<file path="src/rtl/fifo_csr_master.sv">
// CSR master that flushes a FIFO: it sets CTRL, polls STATUS until the FIFO is empty, then clears CTRL.
// Define CSR_MASTER_TIMEOUT_EN to bound polling at POLL_LIMIT STATUS reads.
module fifo_csr_master #(
    parameter int DATA_WIDTH = 8,
    parameter int ADDR_WIDTH = 8,
    parameter int POLL_LIMIT = 16
) (
    input  logic                  csr_clk,
    input  logic                  csr_resetn,
    input  logic                  cmd_start,
    output logic                  cmd_busy,
    output logic                  cmd_done,
    output logic                  cmd_empty,
    output logic                  cmd_error,
    output logic [ADDR_WIDTH-1:0] m_awaddr,
    output logic                  m_awvalid,
    input  logic                  m_awready,
    output logic [DATA_WIDTH-1:0] m_wdata,
    output logic                  m_wvalid,
    input  logic                  m_wready,
    output logic                  m_wlast,
    input  logic                  m_bvalid,
    output logic                  m_bready,
    input  logic [1:0]            m_bresp,
    output logic [ADDR_WIDTH-1:0] m_araddr,
    output logic                  m_arvalid,
    input  logic                  m_arready,
    input  logic [DATA_WIDTH-1:0] m_rdata,
    input  logic                  m_rvalid,
    output logic                  m_rready
);

    typedef enum logic [2:0] {
        IDLE, SET_AW, SET_B, POLL_AR, POLL_R, CLR_AW, CLR_B, DONE
    } state_t;

    localparam logic [ADDR_WIDTH-1:0] CTRL_ADDR   = '0;
    localparam logic [ADDR_WIDTH-1:0] STATUS_ADDR = ADDR_WIDTH'(1);
    localparam logic [1:0]            RESP_OKAY   = 2'b00;

    state_t state;
    logic   aw_ok;
    logic   w_ok;
    logic   unused_rdata;

    // A channel counts as finished once its valid is low or is being accepted this cycle.
    assign aw_ok        = !m_awvalid || m_awready;
    assign w_ok         = !m_wvalid || m_wready;
    assign m_wlast      = m_wvalid;
    assign unused_rdata = ^m_rdata[DATA_WIDTH-1:1];

`ifdef CSR_MASTER_TIMEOUT_EN
    localparam int CNT_W = $clog2(POLL_LIMIT + 1);
    logic [CNT_W-1:0] poll_cnt;
    logic [CNT_W-1:0] poll_next;
    logic             poll_expired;

    assign poll_next    = poll_cnt + CNT_W'(1);
    assign poll_expired = (poll_next >= CNT_W'(POLL_LIMIT));
`else
    logic unused_poll_limit;
    assign unused_poll_limit = (POLL_LIMIT != 0);
`endif

    always_ff @(posedge csr_clk or negedge csr_resetn) begin
        if (!csr_resetn) begin
            state     <= IDLE;
            cmd_busy  <= 1'b0;
            cmd_done  <= 1'b0;
            cmd_empty <= 1'b0;
            cmd_error <= 1'b0;
            m_awaddr  <= '0;
            m_awvalid <= 1'b0;
            m_wdata   <= '0;
            m_wvalid  <= 1'b0;
            m_bready  <= 1'b0;
            m_araddr  <= '0;
            m_arvalid <= 1'b0;
            m_rready  <= 1'b0;
`ifdef CSR_MASTER_TIMEOUT_EN
            poll_cnt  <= '0;
`endif
        end else begin
            cmd_done <= 1'b0;
            case (state)
                IDLE: begin
                    if (cmd_start) begin
                        state     <= SET_AW;
                        cmd_busy  <= 1'b1;
                        cmd_error <= 1'b0;
                        cmd_empty <= 1'b0;
                        m_awaddr  <= CTRL_ADDR;
                        m_wdata   <= DATA_WIDTH'(1);
                        m_awvalid <= 1'b1;
                        m_wvalid  <= 1'b1;
`ifdef CSR_MASTER_TIMEOUT_EN
                        poll_cnt  <= '0;
`endif
                    end
                end
                // Address and data channels complete independently, in either order.
                SET_AW, CLR_AW: begin
                    if (m_awvalid && m_awready) m_awvalid <= 1'b0;
                    if (m_wvalid && m_wready) m_wvalid <= 1'b0;
                    if (aw_ok && w_ok) begin
                        m_bready <= 1'b1;
                        state    <= (state == SET_AW) ? SET_B : CLR_B;
                    end
                end
                SET_B: begin
                    if (m_bvalid) begin
                        m_bready <= 1'b0;
                        if (m_bresp != RESP_OKAY) begin
                            cmd_error <= 1'b1;
                            cmd_done  <= 1'b1;
                            state     <= DONE;
                        end else begin
                            m_araddr  <= STATUS_ADDR;
                            m_arvalid <= 1'b1;
                            state     <= POLL_AR;
                        end
                    end
                end
                POLL_AR: begin
                    if (m_arready) begin
                        m_arvalid <= 1'b0;
                        m_rready  <= 1'b1;
                        state     <= POLL_R;
                    end
                end
                POLL_R: begin
                    if (m_rvalid) begin
                        m_rready  <= 1'b0;
                        cmd_empty <= m_rdata[0];
`ifdef CSR_MASTER_TIMEOUT_EN
                        poll_cnt  <= poll_next;
                        if (!m_rdata[0] && poll_expired) cmd_error <= 1'b1;
                        if (m_rdata[0] || poll_expired) begin
`else
                        if (m_rdata[0]) begin
`endif
                            m_awaddr  <= CTRL_ADDR;
                            m_wdata   <= '0;
                            m_awvalid <= 1'b1;
                            m_wvalid  <= 1'b1;
                            state     <= CLR_AW;
                        end else begin
                            m_arvalid <= 1'b1;
                            state     <= POLL_AR;
                        end
                    end
                end
                CLR_B: begin
                    if (m_bvalid) begin
                        m_bready <= 1'b0;
                        if (m_bresp != RESP_OKAY) cmd_error <= 1'b1;
                        cmd_done <= 1'b1;
                        state    <= DONE;
                    end
                end
                DONE: begin
                    cmd_busy <= 1'b0;
                    state    <= IDLE;
                end
                default: state <= IDLE;
            endcase
        end
    end

endmodule

</file>
<file path="config.mk">
export PLATFORM = sky130hd
export DESIGN_NAME = fifo_csr_master
export DESIGN_NICKNAME = d
export VERILOG_FILES = /design/src/rtl/fifo_csr_master.sv
export SDC_FILE = /design/constraint.sdc
export NUM_CORES = 1
export LEC_CHECK = 0
export CORE_MARGIN = 2
export CORE_UTILIZATION = 35
export DETAILED_ROUTE_END_ITERATION = 10
export GPL_TIMING_DRIVEN = 0
export PLACE_DENSITY = 0.74
export SYNTH_ARGS = -nofsm -noshare
export SYNTH_HDL_FRONTEND = slang
export SYNTH_SLANG_ARGS = --single-unit
</file>
<file path="constraint.sdc">
create_clock -name csr_clk -period 1.3 [get_ports csr_clk]
set_input_delay 0.39 -clock csr_clk [delete_from_list [all_inputs] [get_ports csr_clk]]
set_output_delay 0.39 -clock csr_clk [all_outputs]
set_load 0.1 [all_outputs]
</file>
* Word-level counts from Yosys, hierarchy flattened
Index checks and enable logic that the tools add are counted.
** Word-level totals
- Bits in registers :: 29
- Input bits :: 18
- Output and inout port bits :: 34
- Word-level logic and storage cells :: 109
** Cells by class
- Equal/unequal tests :: 20
- Mux-type cells :: 46
- Bitwise operators :: 1
- Reductions and logical operators :: 29
** Operators with widths (number)
- two-way mux 8 bit :: 4
- case mux 8 bit (2 select lines) :: 2
- two-way mux 3 bit :: 9
- inequality test 2 bit (second input constant) :: 11
- two-way mux 1 bit :: 21
- case mux 3 bit (7 select lines) :: 1
- equality test 3 bit (second input constant) :: 4
- case mux 1 bit (2 select lines) :: 6
- AND reduction 3 bit :: 4
- AND reduction 6 bit :: 2
- nonzero test 2 bit :: 6
- AND reduction 5 bit :: 2
- case mux 1 bit (3 select lines) :: 3
- AND reduction 4 bit :: 2
- equality test 3 x 2 -> 1 bit (second input constant) :: 2
- nonzero test 3 bit :: 2
- inequality test 2 x 1 -> 1 bit (second input constant) :: 2
- OR reduction 2 bit :: 2
- equality test 3 x 1 -> 1 bit (second input constant) :: 1
- logical AND 1 bit :: 3
- logical NOT 3 bit :: 1
- logical NOT 1 bit :: 2
- logical OR 1 bit :: 2
- AND reduction 2 bit :: 1
- inverter 1 bit :: 1

* Logic depth before layout (Yosys ltp)
- Depth in word-level cells :: 5
- Gate-level depth with buffers :: 5
- Depth with buffers taken out :: 4

* Worst setup path before layout
No wires, ideal clock.
- Path kind :: reg2reg
- From :: register m_awvalid
- To :: register state[2]
- Library setup time :: 79 ps
- Arrival time :: 1719 ps
- Data required time :: 1221 ps
- Path slack :: -498 ps
- Cell stages (with the launch flop) :: 4
- Buffers on the path :: 0
- Period minus slack after synthesis :: 1798 ps
- Path through :: dfrtp_1 -> a22oi_1 -> o311ai_1 -> mux2i_1
** Between the ends
- Word-level cells in the longest chain between the ends :: 5
** RTL lines
- start, declared :: RTL line 16 : output logic m_awvalid,
- start signal, assigned :: RTL line 73 : m_awvalid <= 1'b0;
- start signal, assigned :: RTL line 94 : m_awvalid <= 1'b1;
- start signal, assigned :: RTL line 103 : if (m_awvalid && m_awready) m_awvalid <= 1'b0;
- logical NOT 1 bit :: RTL line 47 : assign aw_ok = !m_awvalid || m_awready;
- logical OR 1 bit :: RTL line 47
- logical AND 1 bit :: RTL line 105 : if (aw_ok && w_ok) begin
- inequality test 2 bit (no source line)
- AND reduction 6 bit (no source line)
- end signal, assigned :: RTL line 107 : state <= (state == SET_AW) ? SET_B : CLR_B;
- end, declared :: RTL line 41 : state_t state;
No other way between the ends.
A chain may end at the register's enable or synchronous reset.

* Worst setup path in the final report
- From :: register m_wvalid, in the netlist m_wlast
- To :: output port m_wvalid
** RTL lines
- start, declared :: RTL line 19 : output logic m_wvalid,
- start signal, assigned :: RTL line 75 : m_wvalid <= 1'b0;
- start signal, assigned :: RTL line 95 : m_wvalid <= 1'b1;
- start signal, assigned :: RTL line 104 : if (m_wvalid && m_wready) m_wvalid <= 1'b0;
No word-level cell between the ends.

==> reports/results.md <==
| Group | Result | This run |
| --- | --- | --- |
| yosys | Distinct cell type count of the synthesized netlist | 31 |
| yosys | Sequential area share after synthesis | 0.3549 |
| clocking | Clock tree from TritonCTS | built |
| yosys | Cell area after synthesis | 987.2 um2 |
| routing | First-pass DRT Iterations | 4 |
| routing | Number of routed nets with antenna violations | 0 |
| timing | Final hold vios | 0 |
| clocking | Hold-fix buffers, CTS | 0 |
| timing | Transition time at the pin with the least slew margin | 0.6715 ns |
| routing | Routed wire per std cell | 12.60 um |
| placed design | DP Cell Count | 188 |
| routing | Vias after detailed routing | 989 |
| routing | Total wire length after detailed routing | 2570 um |
| yosys | Syn. warnings | 0 |
| clocking | Sinks on Clock Net | 14 |
| final layout | Area occupied by multi-input gates | 535.5 um2 |
| timing | Smallest setup slack after layout | -0.1492 ns |
| yosys | Seq cells post-synth | 14 |
| final layout | Combined flip-flop and latch cell area | 365.4 um2 |
| run | Count of max-cap constraint violations | 0 |
| global route | Number of antenna violations at the first check in global routing | 0 |
| yosys | Synth async-reset ratio | 1.000 |
| yosys | Cell count after synthesis | 114 |
| timing | Hold WS | 0.3169 ns |
| placed design | PortBufs | 22 |
| final layout | Diodes inserted | 0 |
| outcome | Violations in the final reports | negative setup slack |
| final layout | Post-layout nets | 192 |
| floorplanning | Die area | 3262 um2 |
| clocking | Maximum root-to-sink buffer count | 2 |
| routing | Post-route DRC | 0 |
| floorplanning | Die height | 57.11 um |
| global route | Remaining global-route overflow | 0 |
| floorplanning | Core Footprint | 2710 um2 |
| final layout | Number of fillers in the final layout | 225 |
| clocking | Reg clk slew, reported paths | 0.09 ns |
| yosys | Post-synth EDFFs | 0 |
| global route | GRT Resource Usage Total | 0.1640 |
| final layout | Fraction of layout cells with a size suffix above 1 | 0.4451 |
| setup path | Worst setup EP type | primary output |
| placed design | Estimated wirelength of the detail-placed design | 1721 um |
| floorplanning | Effective utilization at floorplan | 0.3643 |
| setup path | Critical Path Source Type | register |
| yosys | Mean post-synth cell area | 8.660 um2 |
| final layout | Final non-filler cell total | 204 |
| yosys | Main synth FF type | dfrtp_1 |
| hold path | Type of the tightest min-delay check | input pin to register |
| timing | Worst clock skew | 0.009649 ns |
| global route | Vias in the first global route | 970 |
| clocking | Num CTS Buffers | 3 |
| setup path | Worst setup path category | register to primary output |
| global route | Wire length of the first global-routing pass | 4202 um |
| setup path | Required arrival time at the worst endpoint | 0.91 ns |
| timing | Time the final worst path needs with I/O delays and setup | 1.449 ns |
| routing | Starting DRT DRC Count | 41 |
| timing | Achievable frequency | 0.6900 GHz |
| setup path | Maximum net fanout on the critical path | 3 |
| clocking | Clock Tree Root | clkbuf_4 |
| global route | Largest net degree at the start of global routing | 15 |
| timing | Final clock period utilization by the worst path | 1.115 |
| routing | Vias per cell | 4.848 |
| timing | Final-report setup violation count | 6 |
| outcome | Outcome | complete, but fails checks |
| floorplanning | Number of top-level pins | 52 |
| placed design | Routability congestion estimate | 0.8622 |
| placed design | Pre-CTS WS | -0.7188 ns |
| timing | Final Slew Violations | 0 |
| timing | Max-slew headroom at the worst pin | 0.5509 |
| final layout | Syn-to-layout area delta | 64.64% |
| clocking | # H-tree levels | 1 |
| clocking | Clock latency on the worst-skew pair | 0.30 ns |
| timing | Setup repair after global routing missed its margin | true |
| setup path | Arrival time at the worst endpoint | 1.06 ns |
| floorplanning | Width of the die | 57.11 um |
| floorplanning | Placement row count | 19 |
## registers in the layout, summed over array words and instances (netlist names)
register and count:
m_arvalid 1, m_araddr 1, m_rready 1, cmd_error 1, cmd_empty 1, m_wdata 1
m_awvalid 1, state 3, m_wlast 1, cmd_busy 1, m_bready 1, cmd_done 1
## layout make-up
class	count	area share
inverters	10	0.02309
plain buffers	28	0.1370
clock buffers	4	0.01617
multi-input cells	83	0.3295
repair buffers	34	0.2456
flip-flops and latches	14	0.2248
well taps	31	0.02386
## final timing paths
check | from | to | slack [ns] | cells past startpoint
max | m_wlast | m_wvalid | -0.15 | 2
min | m_awready | m_awvalid | 0.32 | 2
max reg2reg | state[0] | state[0] | -0.02 | 5
min reg2reg | m_araddr[0] | m_araddr[0] | 0.54 | 1
max in group asynchronous | csr_resetn | m_wlast | 0.30 | 1
min in group asynchronous | csr_resetn | m_awvalid | 0.49 | 1
## logic make-up after synthesis
group,synth area share
AOI/OAI and AO/OA,0.2434
buffers and inverters,0.2497
DFF,0.3549
muxes,0.03042
other,0.003799
and+or+nand+nor,0.1179
## critical path: stages (launching register included)
cell     delay, ns
dfrtp_4       0.49
buf_6         0.13
buf_12        0.15
## what timing repair did
item | in CTS | in global routing
pin swaps | 4 | 6
buffers inserted | 8 | 4
endpoints found under the setup margin | 19 | 20
gates resized for setup | 104 | 23
## through the flow
stage	instance area (um2)	utilization	TNS, ns
2_1_floorplan	1085	-	-0.06435
3_3_place_gp	1344	0.4958	-10.42
3_5_place_dp	1344	0.4958	-11.02
4_1_cts	1513	0.5582	-0.3733
5_1_grt	1625	0.5997	-0.6480
6_report	1625	0.5997	-0.3661
## cell usage in the layout, fill, tap and decap left out, drive strengths merged
master / netlist / final
nand3: 2 / 2
clkbuf: 1 / 6
a31oi: 2 / 2
conb: 1 / 22
dlymetal6s2s: 0 / 2
o211ai: 1 / 1
mux2i: 3 / 3
nor2: 11 / 11
nand2: 3 / 3
o311ai: 1 / 1
nand2b: 1 / 1
nor2b: 1 / 1
a21oi: 13 / 13
buf: 27 / 50
a22oi: 2 / 2
o31ai: 2 / 2
and4bb: 1 / 1
dfrtp: 14 / 14
inv: 10 / 10
o22ai: 3 / 3
a21boi: 1 / 1
dlygate4sd2: 0 / 3
a32o: 1 / 1
clkdlybuf4s50: 0 / 5
nor3: 3 / 3
and2b: 1 / 1
o21ai: 6 / 6
a41o: 1 / 1
a22o: 2 / 2
## layer usage
metal / GRT usage / vias up / wire length (um)
met3: 0.02721 / 15 / 185
met4: 0.1063 / 0 / 108
li1: - / 465 / -
met5: 0 / - / 0
met2: 0.3005 / 50 / 1352
met1: 0.1709 / 459 / 923
## synth_stat cells (2+ instances only)
library cell	count	area, um2
a22o_1	2	17.52
o21ai_0	6	30.03
a22oi_1	2	15.01
a21oi_1	12	60.06
nor3_1	3	15.01
nor2_1	10	37.54
nand2_1	3	11.26
o31ai_1	2	15.01
nand3_1	2	10.01
buf_4	23	172.7
buf_2	2	10.01
mux2i_1	3	30.03
dfrtp_1	14	350.3
o22ai_1	3	18.77
buf_6	2	22.52
inv_1	10	37.54
Power is not shown: default switching activity piles up to over one toggle a cycle in this logic, so the estimate is an artifact.
